File: src/rtl/mrv1_pkg.sv
// mrv1_pkg
// Shared definitions for the MRV1 per-thread instruction queue.
// Holds the default thread count and tag width, the tag and thread-id types
// built from those defaults, and the helper that derives the queue depth
// from a tag width.
package mrv1_pkg;

    localparam int NUM_THREADS_DEF = 8;
    localparam int ITAG_WIDTH_DEF  = 3;
    localparam int TID_WIDTH_DEF   = $clog2(NUM_THREADS_DEF);

    typedef logic [ITAG_WIDTH_DEF-1:0] itag_t;
    typedef logic [TID_WIDTH_DEF-1:0]  tid_t;

    // Queue depth per thread: one entry per distinct tag value.
    function automatic int iq_size(input int itag_width);
        return 2 ** itag_width;
    endfunction

endpackage

File: src/rtl/mrv1_iqueue_thread.sv
// mrv1_iqueue_thread
// One thread's instruction-queue ring.
// Ports:
//   clk_i, rst_i          clock, synchronous active-high reset
//   flush_i               empty the ring on the next edge (wins over dsp/retire)
//   dsp_vld_i             dispatch aimed at this thread (already demuxed)
//   dsp_rd_vld_i/addr_i   destination register info of the dispatched entry
//   dsp_rdy_o             ring not full
//   tail_o                tag the next dispatch will receive
//   retire_vld_i/cnt_i    retire cnt entries from the head
//   retire_rdy_o          at least one entry in flight
//   head_o                tag of the oldest entry
//   rd_vld_o/rd_addr_o    per-entry destination info (rd_vld masked by valid)
module mrv1_iqueue_thread
    import mrv1_pkg::*;
#(
    parameter  int ITAG_WIDTH_P    = ITAG_WIDTH_DEF,
    parameter  int rf_addr_width_p = 5,
    localparam int IQ_SIZE_LP      = iq_size(ITAG_WIDTH_P)
) (
    input  logic                                         clk_i,
    input  logic                                         rst_i,
    input  logic                                         flush_i,
    input  logic                                         dsp_vld_i,
    input  logic                                         dsp_rd_vld_i,
    input  logic [rf_addr_width_p-1:0]                   dsp_rd_addr_i,
    output logic                                         dsp_rdy_o,
    output logic [ITAG_WIDTH_P-1:0]                      tail_o,
    input  logic                                         retire_vld_i,
    input  logic [ITAG_WIDTH_P:0]                        retire_cnt_i,
    output logic                                         retire_rdy_o,
    output logic [ITAG_WIDTH_P-1:0]                      head_o,
    output logic [IQ_SIZE_LP-1:0]                        rd_vld_o,
    output logic [IQ_SIZE_LP-1:0][rf_addr_width_p-1:0]   rd_addr_o
);

    localparam logic [ITAG_WIDTH_P:0] FULL_CNT = (ITAG_WIDTH_P+1)'(IQ_SIZE_LP);

    logic [ITAG_WIDTH_P-1:0]                     head_q, head_d;
    logic [ITAG_WIDTH_P-1:0]                     tail_q, tail_d;
    logic [ITAG_WIDTH_P:0]                       count_q, count_d;
    logic [IQ_SIZE_LP-1:0]                       valid_q, valid_d;
    logic [IQ_SIZE_LP-1:0]                       rd_vld_q, rd_vld_d;
    logic [IQ_SIZE_LP-1:0][rf_addr_width_p-1:0]  rd_addr_q, rd_addr_d;

    logic                    dsp_fire;
    logic [ITAG_WIDTH_P:0]   ret_cnt;
    logic [ITAG_WIDTH_P-1:0] offset;

    assign dsp_rdy_o    = (count_q != FULL_CNT);
    assign retire_rdy_o = (count_q != '0);
    assign head_o       = head_q;
    assign tail_o       = tail_q;
    assign rd_vld_o     = valid_q & rd_vld_q;
    assign rd_addr_o    = rd_addr_q;

    // Dispatch is gated by the pre-edge full flag, so a same-cycle retire on
    // a full ring does not open a slot until the following cycle.
    assign dsp_fire = dsp_vld_i && dsp_rdy_o;

    // Over-retire is illegal upstream; clamp so the counter can never wrap.
    assign ret_cnt = !retire_vld_i             ? '0      :
                     (retire_cnt_i > count_q)  ? count_q : retire_cnt_i;

    always_comb begin
        head_d    = head_q + ret_cnt[ITAG_WIDTH_P-1:0];
        tail_d    = tail_q + ITAG_WIDTH_P'(dsp_fire);
        count_d   = count_q + (ITAG_WIDTH_P+1)'(dsp_fire) - ret_cnt;
        valid_d   = valid_q;
        rd_vld_d  = rd_vld_q;
        rd_addr_d = rd_addr_q;
        offset    = '0;
        // An entry retires when its distance from the head (mod ring size)
        // is below the retire count.
        for (int i = 0; i < IQ_SIZE_LP; i++) begin
            offset = ITAG_WIDTH_P'(i) - head_q;
            if ({1'b0, offset} < ret_cnt) begin
                valid_d[i] = 1'b0;
            end
        end
        // The tail slot is never inside the retiring range when not full.
        if (dsp_fire) begin
            valid_d[tail_q]   = 1'b1;
            rd_vld_d[tail_q]  = dsp_rd_vld_i;
            rd_addr_d[tail_q] = dsp_rd_addr_i;
        end
        if (flush_i) begin
            head_d  = '0;
            tail_d  = '0;
            count_d = '0;
            valid_d = '0;
        end
    end

    always_ff @(posedge clk_i) begin
        if (rst_i) begin
            head_q  <= '0;
            tail_q  <= '0;
            count_q <= '0;
            valid_q <= '0;
        end else begin
            head_q  <= head_d;
            tail_q  <= tail_d;
            count_q <= count_d;
            valid_q <= valid_d;
        end
    end

    // Payload storage is qualified by valid_q, so it carries no reset.
    always_ff @(posedge clk_i) begin
        rd_vld_q  <= rd_vld_d;
        rd_addr_q <= rd_addr_d;
    end

endmodule

File: src/rtl/mrv1_iqueue.sv
// mrv1_iqueue
// Multi-thread instruction queue: one ring per hardware thread.
// Ports:
//   clk_i, rst_i             clock, synchronous active-high reset
//   dsp_*                    single dispatch port, demuxed by dsp_tid_i;
//                            dsp_itag_o is the tail tag of dsp_tid_i
//   dsp_rdy_o                per-thread not-full
//   retire_vld_i/cnt_i       per-thread retire strobe and count
//   retire_rdy_o/itag_o      per-thread non-empty flag and head tag
//   iq_rd_vld_o/iq_rd_addr_o per-entry destination register info
//   flush_i                  per-thread flush
//   qry_tid_i/addr_i         register scoreboard query; qry_busy_o set when a
//                            valid entry of that thread writes that register
module mrv1_iqueue
    import mrv1_pkg::*;
#(
    parameter  int NUM_THREADS_P   = NUM_THREADS_DEF,
    parameter  int ITAG_WIDTH_P    = ITAG_WIDTH_DEF,
    parameter  int rf_addr_width_p = 5,
    localparam int IQ_SIZE_LP      = iq_size(ITAG_WIDTH_P),
    localparam int TID_WIDTH_LP    = $clog2(NUM_THREADS_P)
) (
    input  logic                                                        clk_i,
    input  logic                                                        rst_i,
    input  logic                                                        dsp_vld_i,
    input  logic [TID_WIDTH_LP-1:0]                                     dsp_tid_i,
    input  logic                                                        dsp_rd_vld_i,
    input  logic [rf_addr_width_p-1:0]                                  dsp_rd_addr_i,
    output logic [NUM_THREADS_P-1:0]                                    dsp_rdy_o,
    output logic [ITAG_WIDTH_P-1:0]                                     dsp_itag_o,
    input  logic [NUM_THREADS_P-1:0]                                    retire_vld_i,
    input  logic [NUM_THREADS_P-1:0][ITAG_WIDTH_P:0]                    retire_cnt_i,
    output logic [NUM_THREADS_P-1:0]                                    retire_rdy_o,
    output logic [NUM_THREADS_P-1:0][ITAG_WIDTH_P-1:0]                  retire_itag_o,
    output logic [NUM_THREADS_P-1:0][IQ_SIZE_LP-1:0]                    iq_rd_vld_o,
    output logic [NUM_THREADS_P-1:0][IQ_SIZE_LP-1:0][rf_addr_width_p-1:0] iq_rd_addr_o,
    input  logic [NUM_THREADS_P-1:0]                                    flush_i,
    input  logic [TID_WIDTH_LP-1:0]                                     qry_tid_i,
    input  logic [rf_addr_width_p-1:0]                                  qry_addr_i,
    output logic                                                        qry_busy_o
);

    logic [NUM_THREADS_P-1:0][ITAG_WIDTH_P-1:0] tail_w;

    for (genvar t = 0; t < NUM_THREADS_P; t++) begin : g_thread
        mrv1_iqueue_thread #(
            .ITAG_WIDTH_P    (ITAG_WIDTH_P),
            .rf_addr_width_p (rf_addr_width_p)
        ) u_thread (
            .clk_i         (clk_i),
            .rst_i         (rst_i),
            .flush_i       (flush_i[t]),
            .dsp_vld_i     (dsp_vld_i && (dsp_tid_i == TID_WIDTH_LP'(t))),
            .dsp_rd_vld_i  (dsp_rd_vld_i),
            .dsp_rd_addr_i (dsp_rd_addr_i),
            .dsp_rdy_o     (dsp_rdy_o[t]),
            .tail_o        (tail_w[t]),
            .retire_vld_i  (retire_vld_i[t]),
            .retire_cnt_i  (retire_cnt_i[t]),
            .retire_rdy_o  (retire_rdy_o[t]),
            .head_o        (retire_itag_o[t]),
            .rd_vld_o      (iq_rd_vld_o[t]),
            .rd_addr_o     (iq_rd_addr_o[t])
        );
    end

    assign dsp_itag_o = tail_w[dsp_tid_i];

    // x0 is hardwired zero, so it never has a pending writer.
    always_comb begin
        qry_busy_o = 1'b0;
        for (int e = 0; e < IQ_SIZE_LP; e++) begin
            if (iq_rd_vld_o[qry_tid_i][e] &&
                (iq_rd_addr_o[qry_tid_i][e] == qry_addr_i)) begin
                qry_busy_o = 1'b1;
            end
        end
        if (qry_addr_i == '0) begin
            qry_busy_o = 1'b0;
        end
    end

endmodule

File: config.mk
export PLATFORM = sky130hd
export DESIGN_NAME = mrv1_iqueue
export DESIGN_NICKNAME = d
export VERILOG_FILES = /design/src/rtl/mrv1_pkg.sv /design/src/rtl/mrv1_iqueue_thread.sv /design/src/rtl/mrv1_iqueue.sv
export SDC_FILE = /design/constraint.sdc
export NUM_CORES = 1
export LEC_CHECK = 0
export CAP_MARGIN = 25
export CORE_ASPECT_RATIO = 0.8
export CORE_MARGIN = 4
export CORE_UTILIZATION = 53
export CTS_CLUSTER_SIZE = 24
export DETAILED_ROUTE_END_ITERATION = 8
export PLACE_DENSITY = 0.83
export SLEW_MARGIN = 20
export SYNTH_ARGS = -nofsm -noshare
export SYNTH_HDL_FRONTEND = slang
export SYNTH_SLANG_ARGS = --single-unit
File: constraint.sdc
create_clock -name clk_i -period 3.8 [get_ports clk_i]
set_input_delay 0.38 -clock clk_i [delete_from_list [all_inputs] [get_ports clk_i]]
set_output_delay 0.38 -clock clk_i [all_outputs]
set_load 0.01 [all_outputs]
[Word level (Yosys, flattened, before mapping)]
Cells that the tools add are included.
Storage, ports and cells
  word-level logic and storage cells: 530
  register bits after elaboration: 528
  bits of input ports: 68
  output and inout port bits: 428
Cells by class
  equal/unequal tests: 23
  $lt $le $gt $ge: 90
  muxes and demuxes: 151
  reductions and logical operators: 50
  bitwise operators: 16
  $add $sub $neg: 96
Operator list (number)
  bitwise mux 40 bit: 8
  less-than comparator 3 x 4 -> 1 bit: 64
  binary-select mux 40 bit (select 3 bit): 1
  demux 5 bit (select 3 bit): 8
  subtractor 3 bit, first input constant: 32
  two-way mux 1 bit: 81
  two-way mux 8 bit: 9
  AND 8 bit: 8
  bitwise mux 8 bit: 8
  two-way mux 4 bit: 16
  OR 8 bit: 8
  subtractor 1 x 3 -> 3 bit, first input constant: 16
  subtractor 2 x 3 -> 3 bit, first input constant: 16
  == test 5 bit: 8
  less-than comparator 3 x 4 -> 1 bit, second input constant: 10
  two-way mux 40 bit: 1
  two-way mux 5 bit: 8
  adder 4 x 1 -> 4 bit: 8
  > comparator 4 bit: 8
  logical AND 1 bit: 32
  != test 4 bit, second input constant: 8
  nonzero test 4 bit: 8
  subtractor 4 bit: 8
  adder 3 x 1 -> 3 bit: 8
  12 further kinds: 44

[Longest topological paths before layout]
Gate-level depths: netlist of run 1.
  depth after elaboration: 13
  gate-level depth with buffers: 16
  gate-level depth less buffers: 16

[Modules after synthesis]
Synthesis of run 1 repeated with hierarchy kept, for this count alone.
Unflattened totals
  cell total of the unflattened synthesis: 1984
  area, all modules: 26466.6 um2
By module, submodules not included
  mrv1_iqueue_thread: instances 8, sequential area each 1801.7 um2, area each 2847.7 um2, cells an instance 210
  mrv1_iqueue: instances 1, sequential area each 0.0 um2, area each 3684.8 um2, cells an instance 304

[Worst setup path before layout of run 1]
Ideal clock, no wire load.
  path kind: register to register
  from: reg g_thread[4].u_thread.count_q[3]
  to: reg g_thread[4].u_thread.count_q[3]
  data required time: 3.678 ns
  setup slack: 0.677 ns
  clock period less this slack: 3.123 ns
  stages on the path, launching flop included: 15
  arrival time: 3.000 ns
  path buffers: 0
  setup time: 0.122 ns
  cell sequence: dfxtp_1 inv_1 ha_1 or2_2 o311ai_1 nor2_1 mux2_2 nand2_1 ha_1 ha_1 a21o_1 a21oi_1 xnor2_1 xnor2_1 nor2_1
Between the ends
  cells in the longest elaborated chain, start to end: 4
  elaborated cells on any way between the ends: 7
  those cells by class: 2 x add/sub; 1 x order compare; 1 x eq/ne; 2 x mux; 1 x reduce/logical
RTL lines
  from (decl): line mrv1_iqueue_thread.sv:41  | logic [ITAG_WIDTH_P:0] count_q, count_d;
  from (signal assigned): line mrv1_iqueue_thread.sv:104  | count_q <= count_d;
  != test 4 bit or > comparator 4 bit (tied branches): line mrv1_iqueue_thread.sv:50, mrv1_iqueue_thread.sv:63
  logical AND 1 bit or two-way mux 4 bit (tied branches): line mrv1_iqueue_thread.sv:59, mrv1_iqueue_thread.sv:63
  adder 4 x 1 -> 4 bit or two-way mux 4 bit (tied branches): line mrv1_iqueue_thread.sv:68, mrv1_iqueue_thread.sv:62
  subtractor 4 bit *: line mrv1_iqueue_thread.sv:68  | count_d = count_q + (ITAG_WIDTH_P+1)'(dsp_fire) - ret_cnt;
Every way passes the cells marked *; elsewhere a longest branch is shown, timed or not.
A chain may end at the register's enable or synchronous reset.

[Worst setup path after layout of run 1]
  from: reg g_thread[3].u_thread.rd_addr_q, in the netlist g_thread[3].u_thread.rd_addr_o[20]
  to: out qry_busy_o
Between the ends
  cells in the longest elaborated chain, start to end: 9
RTL lines
  from (decl): line mrv1_iqueue_thread.sv:44  | logic [IQ_SIZE_LP-1:0][rf_addr_width_p-1:0] rd_addr_q, rd_addr_d;
  from (signal assigned): line mrv1_iqueue_thread.sv:112  | rd_addr_q <= rd_addr_d;
  binary-select mux 40 bit (select 3 bit): line mrv1_iqueue.sv:74  | (iq_rd_addr_o[qry_tid_i][e] == qry_addr_i)) begin
  two-way mux 40 bit
  == test 5 bit: line mrv1_iqueue.sv:74
  logical AND 1 bit: line mrv1_iqueue.sv:73  | if (iq_rd_vld_o[qry_tid_i][e] &&
  two-way mux 1 bit (4 in series): line mrv1_iqueue.sv:73
  two-way mux 1 bit: line mrv1_iqueue.sv:78  | if (qry_addr_i == '0) begin
  to (decl): line mrv1_iqueue.sv:40  | output logic qry_busy_o
No other way between the ends. The select of a mux whose other input is x is not followed.

==> summary.txt, run 1 <==
Status
  – Status: complete, no violations

Clocking
  – CTS Buffer Depth: 3
  – Clock Latency Late Sink: 0.61 ns
  – Clock Pin Slew Worst Setup and Hold Paths: 0.07 ns
  – Htree depth: 2
  – Num CTS Buffers: 52
  – Clock Sinks: 528
  – Root Buffer: clkbuf_16
  – Hold-fix buffers, CTS: 0
  – CTS tree: yes

Logic synthesis
  – #FFs+latches synth: 528
  – Cell variety after synth: 54
  – EDFF count, synth: 384
  – Simple-gate share of the synthesized area: 9.22%
  – Post-synthesis sequential area ratio: 54.6%
  – Post-synthesis adder-cell area fraction: 10.6%
  – Syn nets: 2306
  – Largest family of logic cells by synthesized area: adder cells
  – Mux cell area share after synthesis: 10.4%
  – Synth Area in XOR/XNOR: 4.24%
  – Syn. warnings: 0
  – Area of the mapped netlist: 26400 µm²
  – Mean Syn Cell Area: 13.0 µm²
  – Post-Synthesis Cells: 2038
  – Synth Flop Type: edfxtp_1
  – Asr flop ratio synth: 0%
  – Post-synthesis compound-gate area fraction: 7.10%

Run
  – Number of max-cap violations: 0

Die
  – Rows: 72
  – Core footprint: 48800 µm²
  – Top Ports: 496
  – Total die area: 53500 µm²
  – Die Width: 258 µm
  – Effective utilization at floorplan: 54.1%
  – Die Span Y: 208 µm

Timing
  – FMAX: 0.273 GHz
  – RSZ-0062 raised after global routing: no
  – Fin. Hold Viols: 0
  – Setup-failing EPs final: 0
  – Worst-case clock skew: 0.0202 ns
  – Worst-Margin Slew: 0.983 ns
  – Relative slew margins: 34.3%
  – Min cycle time layout: 3.66 ns
  – Fin crit share: 96.4%
  – Max-slew violations: 0

Hold path
  – HP Class: input pin to register
  – Hold path depth: 1

Global route
  – Total gr overflow: 0
  – Vias in the first global route: 20200
  – Antenna violations before repair: 2
  – First-pass GRT wire length: 135000 µm
  – Overall Global Routing Usage: 33.8%
  – Pin count of the biggest net entering global routing: 65

Place
  – Placed insts: 3248
  – HPWL Detailed: 72100 µm
  – Routability cong.: 0.962
  – # port buffers: 495

Worst setup path
  – Setup crit end kind: output pin
  – Worst R2R Start: g_thread[4].u_thread.count_q[3]$_SDFF_PP0_
  – FF-to-FF setup slack: 0.37 ns
  – Crit-path max FO: 2
  – WP data required: 3.42 ns
  – Worst setup startpoint: g_thread[3].u_thread.rd_addr_o[20]$_DFFE_PP_
  – CP startpoint kind: register
  – Crit path kind: register to output pin
  – CP Cell Sequence: mux4_2 -> mux2i_1 -> xor2_1 -> nand3_1 -> a2111oi_0 -> nor4_1 -> a21oi_1 -> dlygate4sd2_1
  – Reg2Reg Depth: 13
  – Slowest stage delay, CP: 0.65 ns
  – Crit path DAT: 3.28 ns
  – Critical path destination: qry_busy_o
  – CP max stage cell: a2111oi_0
  – FF-to-FF End: g_thread[4].u_thread.count_q[3]$_SDFF_PP0_

Final layout
  – Commonest non-fill, non-tap cells in the layout: clkdlybuf4s50_1, edfxtp_1, ha_1
  – N_diodes: 0
  – Nets: 2905
  – Final cell count without fillers: 3346
  – Register area: 14400 µm²
  – FILL cells: 3246
  – Most common cell after layout, fill and taps aside: clkdlybuf4s50_1
  – Fraction of layout cells with a size suffix above 1: 12.4%
  – Area occupied by multi-input gates: 11000 µm²
  – Area delta synth->final: 30.8%

Power and ir drop
  – Leak: 13.0 nW
  – Peak supply drop: 0.347 mV
  – Power Dens Cells: 456 nW/µm²
  – Pwr Total: 0.0158 W

Routing
  – WL final: 93000 µm
  – Routed len/inst: 27.8 µm
  – TritonRoute pass-1 iters: 6
  – Detail Route Antenna Nets: 0
  – Vias/cell: 6.02
  – DR vias: 20200
  – Drt initial violations: 2384
  – DRC viols: 0
## how the worst min path moves through the flow
stage                                                          start  slack (ns)                                         end
final                                                   dsp_rd_vld_i        0.14  g_thread[6].u_thread.rd_vld_q[6]$_DFFE_PP_
after global placement    g_thread[7].u_thread.valid_q[3]$_SDFF_PP0_        0.48  g_thread[7].u_thread.valid_q[3]$_SDFF_PP0_
after detailed placement  g_thread[1].u_thread.valid_q[7]$_SDFF_PP0_        0.49  g_thread[1].u_thread.valid_q[7]$_SDFF_PP0_
after floorplan           g_thread[7].u_thread.valid_q[3]$_SDFF_PP0_        0.46  g_thread[7].u_thread.valid_q[3]$_SDFF_PP0_
after global routing                                    dsp_rd_vld_i        0.12  g_thread[7].u_thread.rd_vld_q[4]$_DFFE_PP_
after CTS                                               dsp_rd_vld_i         0.1  g_thread[6].u_thread.rd_vld_q[6]$_DFFE_PP_
## metal layers
layer  wire, µm  vias up  global-route usage (%)
li1           -     8598                       -
met1      34400     9889                    44.1
met2      43200     1395                    54.8
met3      10600      271                    7.65
met4       4780        2                    14.6
met5         10        -                       0
## synthesized netlist by cell type (18+ instances only)
library cell  number  area share, %
mux4_2            86            7.3
xor2_1            57            1.9
mux2i_1           73            2.8
o21ai_0           74            1.4
clkbuf_1          31           0.44
a21o_1            19           0.54
a21oi_1           62            1.2
maj3_1            18           0.68
o31ai_1           18           0.51
ha_1             184            8.7
nor2_1           165            2.3
nor3_1            30           0.57
nor3b_1           18           0.51
nand2b_1          42           0.99
inv_1            141            2.0
buf_4             27           0.77
xnor2_1           71            2.4
edfxtp_1         384             44
o21a_1            57            1.6
dfxtp_1          144             11
and2_1            93            2.2
nand2_1           60           0.85
## layout make-up
type / count / share of cell area (%)
sequential: 528 / 41.7
tap: 666 / 2.41
clock buffer: 65 / 3.99
timing repair buffer: 623 / 17.4
clock inverter: 32 / 1.01
inverter: 145 / 1.58
multi-input combinational: 1287 / 31.9
## sequential cells by signal, indices dropped and copies added, names as in the netlist
signal                       flops
g_thread.u_thread.count_q       32
g_thread.u_thread.head_o        24
g_thread.u_thread.rd_addr_o    320
g_thread.u_thread.rd_vld_q      64
g_thread.u_thread.tail_o        24
g_thread.u_thread.valid_q       64
## power breakdown
group	switching (W)	internal [W]
Sequential	0.000191	0.00631
Clock	0.00227	0.00305
Combinational	0.00214	0.00179
## logic make-up (layout without fill, tap and decap cells)
| group | after synthesis | after routing |
|---|---|---|
| simple gates | 480 | 480 |
| buf+inv | 223 | 865 |
| xor+xnor | 128 | 128 |
| flops | 528 | 528 |
| fa+ha+maj | 218 | 218 |
| mux | 167 | 167 |
| compound gates | 294 | 294 |
## critical path: cells and delay by family, from the launching register on
family                 cells  cell delay [ns]
AO/OA/AOI/OAI              2             0.84
XOR/XNOR                   1             0.19
flip-flops                 1             0.43
buffers and inverters      1             0.29
multiplexers               2             0.71
AND/OR/NAND/NOR            2             0.22
## per-stage QoR
stage	TNS, ns	worst slack (ns)	instance area [µm²]	hold slack (ns)	util [%]
4_1_cts	0	0.0894	34500	0.0978	70.8
3_5_place_dp	-0.166	-0.166	32800	0.492	67.2
3_3_place_gp	-0.0732	-0.0732	32700	0.479	67.0
5_1_grt	0	0.0591	34600	0.124	70.8
2_1_floorplan	0	0.677	26400	0.462	-
6_report	0	0.135	34600	0.142	70.8
## repair_timing
action,4_1_cts,5_1_grt
setup endpoints to repair,1,0
buffers inserted,1,0
resized for setup,5,0
No activity file was read; power rests on OpenSTA's default activity.
==> run 2, diff against run 1 <==
--- a/config.mk
+++ b/config.mk
@@ -5,13 +5,14 @@
 export SDC_FILE = /design/constraint.sdc
 export NUM_CORES = 1
 export LEC_CHECK = 0
+export ABC_AREA = 1
 export CAP_MARGIN = 25
 export CORE_ASPECT_RATIO = 0.8
 export CORE_MARGIN = 4
-export CORE_UTILIZATION = 53
+export CORE_UTILIZATION = 30
 export CTS_CLUSTER_SIZE = 24
 export DETAILED_ROUTE_END_ITERATION = 8
-export PLACE_DENSITY = 0.83
+export PLACE_DENSITY = 0.52
 export SLEW_MARGIN = 20
 export SYNTH_ARGS = -nofsm -noshare
 export SYNTH_HDL_FRONTEND = slang
==> run 2 against run 1 <==
- total power is 4.9% higher
- clock skew is 0.0032 ns higher
- critical path depth increased by 5
- area after synthesis up 6.7%
- final area rose by 6.2%
- global-route usage decreased by 11 points
- die area grew 85%
- largest power group unchanged
- sequential cell count unchanged
==> summary.txt, run 2 <==
Status
  – Status: complete, no violations

Clocking
  – Post-CTS setup buffers: 0 (-1)
  – Root Buffer: clkbuf_16
  – CTS tree: yes
  – Clock Sinks: 528 (unchanged)
  – Htree depth: 2 (unchanged)
  – Num CTS Buffers: 58 (+12%)
  – Clock Pin Slew Worst Setup and Hold Paths: 0.06 ns (about the same)
  – CTS Buffer Depth: 3 (unchanged)
  – CTS resizes: 0 (-5)
  – Hold-fix buffers, CTS: 0 (unchanged)
  – Clock Latency Late Sink: 0.65 ns (+0.04 ns)

Worst setup path
  – Critical path buffers and inverters: 2 (+1)
  – Worst R2R Start: g_thread[0].u_thread.count_q[3]$_SDFF_PP0_
  – FF-to-FF setup slack: 0.69 ns (+0.32 ns)
  – CP max stage cell: clkdlybuf4s50_1
  – Setup crit end kind: output pin
  – Cell repeated most along the worst path: nor2_1
  – FF-to-FF End: g_thread[0].u_thread.count_q[3]$_SDFF_PP0_
  – Largest delay contributor family on the critical path: simple AND/OR/NAND/NOR gates
  – Crit-path max FO: 2 (unchanged)
  – Crit path DAT: 3.06 ns (-0.22 ns)
  – Slowest stage delay, CP: 0.54 ns (-0.11 ns)
  – Reg2Reg Depth: 16 (+3)
  – CP startpoint kind: register
  – Crit path kind: register to output pin
  – CP Cell Sequence: nor2_1 -> nor2_1 -> nand2_1 -> nand3_1 -> nand3_1 -> nand2_1 -> nor2_1 -> nand3_1 -> nand2_1 -> nor2_1 -> a21oi_1 -> buf_4 -> clkdlybuf4s50_1
  – WP data required: 3.42 ns (about the same)

Logic synthesis
  – Post-synth top area share: 40.9% (-2.7 points)
  – Syn. warnings: 0 (unchanged)
  – Area of the mapped netlist: 28200 µm² (+6.7%)
  – Post-synth top cells: nand2_1, inv_1, nor2_1, edfxtp_1, nand3_1
  – Post-synthesis sequential area ratio: 51.2% (-3.4 points)
  – Synth area leader: edfxtp_1
  – Asr flop ratio synth: 0% (unchanged)
  – EDFF count, synth: 384 (unchanged)
  – Count leader, synth: nand2_1
  – #FFs+latches synth: 528 (unchanged)
  – Post-Synthesis Cells: 3294 (+62%)
  – Cell variety after synth: 29 (-46%)
  – Syn nets: 3562 (+54%)
  – Top post-synthesis cells by area: edfxtp_1, dfxtp_1, nand2_1
  – Mean Syn Cell Area: 8.55 µm² (-34%)
  – Synth Flop Type: edfxtp_1

Routing
  – Vias/cell: 4.64 (-23%)
  – DRC viols: 0 (unchanged)
  – Detail Route Antenna Nets: 0 (unchanged)
  – WL final: 115000 µm (+24%)
  – Routed len/inst: 22.6 µm (-19%)
  – TritonRoute pass-1 iters: 5 (-1)
  – DR vias: 23600 (+17%)
  – Drt initial violations: 1973 (-17%)

Power and ir drop
  – Power Dens Cells: 450 nW/µm² (-1.2%)
  – Leak: 15.6 nW (+21%)
  – Pwr Total: 0.0165 W (+4.9%)
  – Peak supply drop: 0.340 mV (-2.0%)

Hold path
  – Hold path depth: 2 (+1)
  – Hold Path Origin: dsp_rd_addr_i[1]
  – HP Class: input pin to register
  – WHS Endpoint: g_thread[1].u_thread.rd_addr_o[1]$_DFFE_PP_

Global route
  – Overall Global Routing Usage: 22.7% (-11 points)
  – Vias in the first global route: 22900 (+13%)
  – Pin count of the biggest net entering global routing: 96 (+48%)
  – First-pass GRT wire length: 162000 µm (+20%)
  – Total gr overflow: 0 (unchanged)
  – Antenna violations before repair: 7 (+5)

Final layout
  – Max reg flops: 320 (unchanged)
  – Nets: 4087 (+41%)
  – Commonest non-fill, non-tap cells in the layout: nand2_1, inv_1, clkdlybuf4s50_1
  – Fraction of layout cells with a size suffix above 1: 5.33% (-7.0 points)
  – Most common cell after layout, fill and taps aside: nand2_1
  – Area delta synth->final: 30.3%

Timing
  – Fin. Hold Viols: 0 (unchanged)
  – Worst-case clock skew: 0.0234 ns (+0.00322 ns)
  – Setup-failing EPs final: 0 (unchanged)
  – Min cycle time layout: 3.44 ns (-0.225 ns)
  – TNS Setup: 0 ns (unchanged)
  – Fin crit share: 90.5% (-5.9 points)
  – RSZ-0062 raised after global routing: no
  – Worst-Margin Slew: 1.03 ns (+0.0442 ns)
  – Max-slew violations: 0 (unchanged)
  – Relative slew margins: 31.6% (-2.7 points)
  – FMAX: 0.291 GHz (+6.6%)
  – Final hold slack: 0.274 ns (+0.132 ns)
  – Worst setup margin: 0.361 ns (+0.225 ns)

Die
  – Rows: 100 (+39%)
  – Die Width: 351 µm (+36%)
  – Core footprint: 93100 µm² (+91%)
  – Total die area: 98900 µm² (+85%)
  – Effective utilization at floorplan: 30.3% (-24 points)
  – Top Ports: 496 (unchanged)
  – Die Span Y: 282 µm (+36%)

Place
  – Routability cong.: 0.893 (-7.2%)
  – HPWL Detailed: 88700 µm (+23%)
  – Pre-CTS setup slack: 0.352 ns (+0.518 ns)
  – # port buffers: 495 (unchanged)

Run
  – Number of max-cap violations: 0 (unchanged)
[run 2: metal layers]
metal  routed length, µm  global-route usage, %  vias up
met5                  63                      0        -
met4                2610                   5.10        8
met3                8280                   4.61      129
met2               53800                   38.0      779
met1               50600                   30.5    11200
li1                    -                      -    11500
[run 2: worst max path at each step]
| stage | slack, ns | startpoint | cells after the start | to |
|---|---|---|---|---|
| finish | 0.36 | g_thread[4].u_thread.rd_addr_o[12]$_DFFE_PP_ | 13 | qry_busy_o |
| floorplan | 0.92 | g_thread[4].u_thread.count_q[3]$_SDFF_PP0_ | 15 | g_thread[4].u_thread.count_q[3]$_SDFF_PP0_ |
| CTS | 0.35 | g_thread[4].u_thread.rd_addr_o[36]$_DFFE_PP_ | 13 | qry_busy_o |
| global route | 0.08 | g_thread[7].u_thread.rd_addr_o[6]$_DFFE_PP_ | 15 | qry_busy_o |
| detailed placement | 0.35 | retire_cnt_i[3] | 16 | g_thread[0].u_thread.count_q[3]$_SDFF_PP0_ |
| global placement | 0.42 | qry_tid_i[0] | 15 | qry_busy_o |
[run 2: stage by stage]
stage	utilization [%]	cell area, µm²	cells
global placement	37.3	34700	4983
detailed placement	37.3	34700	4983
floorplan	-	28200	3294
global route	39.4	36700	5093
finish	39.4	36700	5098
CTS	39.4	36700	5092
[run 2: cell type report]
| class | count | area, µm² |
|---|---|---|
| fill | 9441 | 56400 |
| sequential | 528 | 14400 |
| multi-input combinational | 2009 | 10700 |
| timing repair buffer | 575 | 5660 |
| inverter | 647 | 2430 |
| clock buffer | 73 | 1600 |
| tap | 1224 | 1530 |
| clock inverter | 36 | 352 |
| antenna | 6 | 15.0 |
[run 2: where the power goes]
group | switching, W | internal (W) | total [W]
Clock | 0.00250 | 0.00333 | 0.00583
Combinational | 0.00255 | 0.00167 | 0.00422
Sequential | 0.000166 | 0.00632 | 0.00649
[run 2: worst register-to-register path, cell delays in order (launching register included)]
cell and delay, ns:
dfxtp_1 0.42, inv_1 0.09, ha_1 0.32, nand2_1 0.05, o21ai_0 0.15, nand2_1 0.13
inv_1 0.13, nor2_1 0.05, nor3_1 0.30, inv_1 0.20, ha_1 0.23, ha_1 0.32
a21oi_1 0.15, nand2_1 0.07, xnor2_1 0.16, xor2_1 0.16, nor2_1 0.05
[run 2: cell families after synthesis]
kind of cell	after synthesis	synth area share (%)
flip-flops	528	51.2
AND/OR/NAND/NOR	1427	20.6
AO/OA/AOI/OAI	316	5.99
XOR/XNOR	66	2.05
adder cells (fa/ha/maj)	200	9.31
buffers and inverters	757	10.9
==> run 3, diff against run 2 <==
--- a/config.mk
+++ b/config.mk
@@ -6,10 +6,11 @@
 export NUM_CORES = 1
 export LEC_CHECK = 0
 export ABC_AREA = 1
-export CAP_MARGIN = 25
+export CAP_MARGIN = 20
 export CORE_ASPECT_RATIO = 0.8
 export CORE_MARGIN = 4
 export CORE_UTILIZATION = 30
+export CTS_BUF_LIST = sky130_fd_sc_hd__clkbuf_8
 export CTS_CLUSTER_SIZE = 24
 export DETAILED_ROUTE_END_ITERATION = 8
 export PLACE_DENSITY = 0.52
==> run 3 against run 2 <==
- clock power shrank 12%
- final area decreased by 0.45%
- global-route usage increased by 0.21 points
- clock-buffer cell count increased by 25
- die area unchanged
- total power decreased by 4.0%
- worst hold slack worse by 0.093 ns
- clock skew up 0.0033 ns
- combinational power hardly changed
- first-iteration DRC count up 0.46%
- via count up 1.1%
- critical endpoint unchanged
- largest cell class unchanged
==> summary.txt, run 3 (synthesis gave the netlist of run 2 again) <==
Status
  – Status: complete, no violations

Worst setup path
  – Slowest stage delay, CP: 0.54 ns (about the same)
  – Cell repeated most along the worst path: nand2_1
  – CP startpoint kind: register
  – Largest delay contributor family on the critical path: simple AND/OR/NAND/NOR gates
  – Setup crit end kind: output pin
  – WP data required: 3.42 ns (about the same)
  – CP Cell Sequence: nand2_1 -> nand2_1 -> nand2_1 -> nand3_1 -> nand3_1 -> nand2_1 -> nor2_1 -> nand3_1 -> nand2_1 -> nor2_1 -> a21oi_1 -> buf_4 -> clkdlybuf4s50_1
  – Critical path buffers and inverters: 2 (unchanged)
  – Crit-path max FO: 2 (unchanged)
  – CP max stage cell: clkdlybuf4s50_1
  – FF-to-FF setup slack: 0.69 ns (about the same)
  – Worst R2R Start: g_thread[0].u_thread.count_q[3]$_SDFF_PP0_
  – Reg2Reg Depth: 16 (unchanged)
  – Crit path kind: register to output pin
  – Crit path DAT: 3.15 ns (+0.09 ns)
  – FF-to-FF End: g_thread[0].u_thread.count_q[3]$_SDFF_PP0_

Die
  – Total die area: 98900 µm² (unchanged)
  – Top Ports: 496 (unchanged)
  – Rows: 100 (unchanged)
  – Die Span Y: 282 µm (unchanged)
  – Effective utilization at floorplan: 30.3% (unchanged)
  – Die Width: 351 µm (unchanged)
  – Core footprint: 93100 µm² (unchanged)

Timing
  – RSZ-0062 raised after global routing: no
  – Fin crit share: 93.0% (+2.5 points)
  – Worst-case clock skew: 0.0267 ns (+0.00330 ns)
  – Relative slew margins: 33.1% (+1.6 points)
  – Setup-failing EPs final: 0 (unchanged)
  – TNS Setup: 0 ns (unchanged)
  – Worst-Margin Slew: 1.00 ns (-0.0239 ns)
  – Max-slew violations: 0 (unchanged)
  – FMAX: 0.283 GHz (-2.7%)
  – Min cycle time layout: 3.53 ns (+0.0955 ns)
  – Fin. Hold Viols: 0 (unchanged)
  – Final hold slack: 0.181 ns (-0.0931 ns)

Clocking
  – Post-CTS setup buffers: 0 (unchanged)
  – CTS Buffer Depth: 3 (unchanged)
  – CTS tree: yes
  – Root Buffer: clkbuf_8
  – Clock Latency Late Sink: 0.73 ns (+0.08 ns)
  – CTS resizes: 0 (unchanged)
  – Htree depth: 3 (+1)
  – Clock Pin Slew Worst Setup and Hold Paths: 0.07 ns (about the same)
  – Clock Sinks: 528 (unchanged)
  – Num CTS Buffers: 92 (+59%)
  – Hold-fix buffers, CTS: 0 (unchanged)

Global route
  – Antenna violations before repair: 7 (unchanged)
  – Overall Global Routing Usage: 22.9% (+0.21 points)
  – Total gr overflow: 0 (unchanged)
  – Pin count of the biggest net entering global routing: 96 (unchanged)
  – Vias in the first global route: 23100 (+1.1%)
  – First-pass GRT wire length: 163000 µm (+0.49%)

Final layout
  – FILL cells: 9502 (+0.65%)
  – Area delta synth->final: 29.7%
  – Nets: 4121 (+0.83%)
  – Most common cell after layout, fill and taps aside: inv_1
  – Commonest non-fill, non-tap cells in the layout: inv_1, nand2_1, clkdlybuf4s50_1
  – Max reg flops: 320 (unchanged)
  – Fraction of layout cells with a size suffix above 1: 6.08% (+0.75 points)

Routing
  – Detail Route Antenna Nets: 0 (unchanged)
  – Wire length on met1: 50600 µm (about the same)
  – Drt initial violations: 1982 (+0.46%)
  – WL final: 116000 µm (+0.59%)
  – Routed len/inst: 22.5 µm (-0.62%)
  – TritonRoute pass-1 iters: 5 (unchanged)
  – DRC viols: 0 (unchanged)
  – Vias/cell: 4.63 (-0.14%)
  – DR WL met3: 8300 µm (+0.24%)
  – Uppermost layer routed: met5
  – Met2 wire length: 54500 µm (+1.4%)
  – DR vias: 23900 (+1.1%)

Hold path
  – WHS Endpoint: g_thread[1].u_thread.rd_addr_o[1]$_DFFE_PP_
  – Hold Path Origin: dsp_rd_addr_i[1]
  – HP Class: input pin to register
  – Hold path depth: 2 (unchanged)

Run
  – Number of max-cap violations: 0 (unchanged)

Place
  – # port buffers: 495 (unchanged)
  – Routability cong.: 0.893 (unchanged)
  – HPWL Detailed: 88700 µm (unchanged)

Power and ir drop
  – Power Dens Cells: 434 nW/µm² (-3.6%)
  – Leak: 15.7 nW (+0.54%)
  – Peak supply drop: 0.272 mV (-20%)
## run 3: cell types whose count changed in the layout (fill, tap and decap cells not counted), sizes merged
cell	delta
inv	+34
bufinv	-2
diode	-2
clkinvlp	+1
clkinv	+6
clkbuf	+25
## run 3: final cells by class
| cell class | count | area, µm² | share of cell area, % |
|---|---|---|---|
| tap | 1224 | 1530 | 4.19 |
| timing repair buffer | 575 | 5660 | 15.5 |
| multi-input combinational | 2009 | 10700 | 29.3 |
| antenna | 4 | 10.0 | 0.0274 |
| clock buffer | 98 | 1350 | 3.69 |
| clock inverter | 75 | 423 | 1.16 |
| inverter | 647 | 2430 | 6.66 |
| sequential | 528 | 14400 | 39.5 |
## run 3: worst register-to-register path, delay by kind of cell (launching register included)
kind,cells,cell delay [ns]
compound gates,2,0.30
xor+xnor,2,0.32
fa+ha+maj,3,0.87
buf+inv,3,0.42
flops,1,0.42
simple gates,6,0.65
## run 3: where the power goes
group | switching [W] | internal [W]
Clock | 0.00254 | 0.00261
Combinational | 0.00255 | 0.00167
Sequential | 0.000166 | 0.00632
Total | 0.00526 | 0.0106
## run 3: worst max path at each step
| stage | start | endpoint | slack (ns) | cells past startpoint |
|---|---|---|---|---|
| detailed placement | retire_cnt_i[3] | g_thread[0].u_thread.count_q[3]$_SDFF_PP0_ | 0.35 | 16 |
| CTS | g_thread[4].u_thread.rd_addr_o[36]$_DFFE_PP_ | qry_busy_o | 0.23 | 13 |
| finish | g_thread[4].u_thread.rd_addr_o[14]$_DFFE_PP_ | qry_busy_o | 0.27 | 13 |
| floorplan | g_thread[4].u_thread.count_q[3]$_SDFF_PP0_ | g_thread[4].u_thread.count_q[3]$_SDFF_PP0_ | 0.92 | 15 |
| global placement | qry_tid_i[0] | qry_busy_o | 0.42 | 15 |
| global route | g_thread[3].u_thread.rd_addr_o[6]$_DFFE_PP_ | qry_busy_o | 0.005 | 15 |
## run 3: metal layers
| layer | GRT usage, % | up-vias |
|---|---|---|
| li1 | - | 11600 |
| met1 | 30.4 | 11300 |
| met2 | 38.1 | 807 |
| met3 | 5.59 | 138 |
| met4 | 5.30 | 10 |
| met5 | 0 | - |
## run 3: per-stage QoR
stage / setup slack [ns] / utilization [%] / instances / instance area (µm²) / power, W
2_1_floorplan: 0.920 / - / 3294 / 28200 / 0.00956
3_3_place_gp: 0.422 / 37.3 / 4983 / 34700 / 0.0108
3_5_place_dp: 0.352 / 37.3 / 4983 / 34700 / 0.0108
4_1_cts: 0.232 / 39.2 / 5156 / 36500 / 0.0161
5_1_grt: 0.00547 / 39.2 / 5157 / 36500 / 0.0170
6_report: 0.265 / 39.2 / 5160 / 36500 / 0.0159
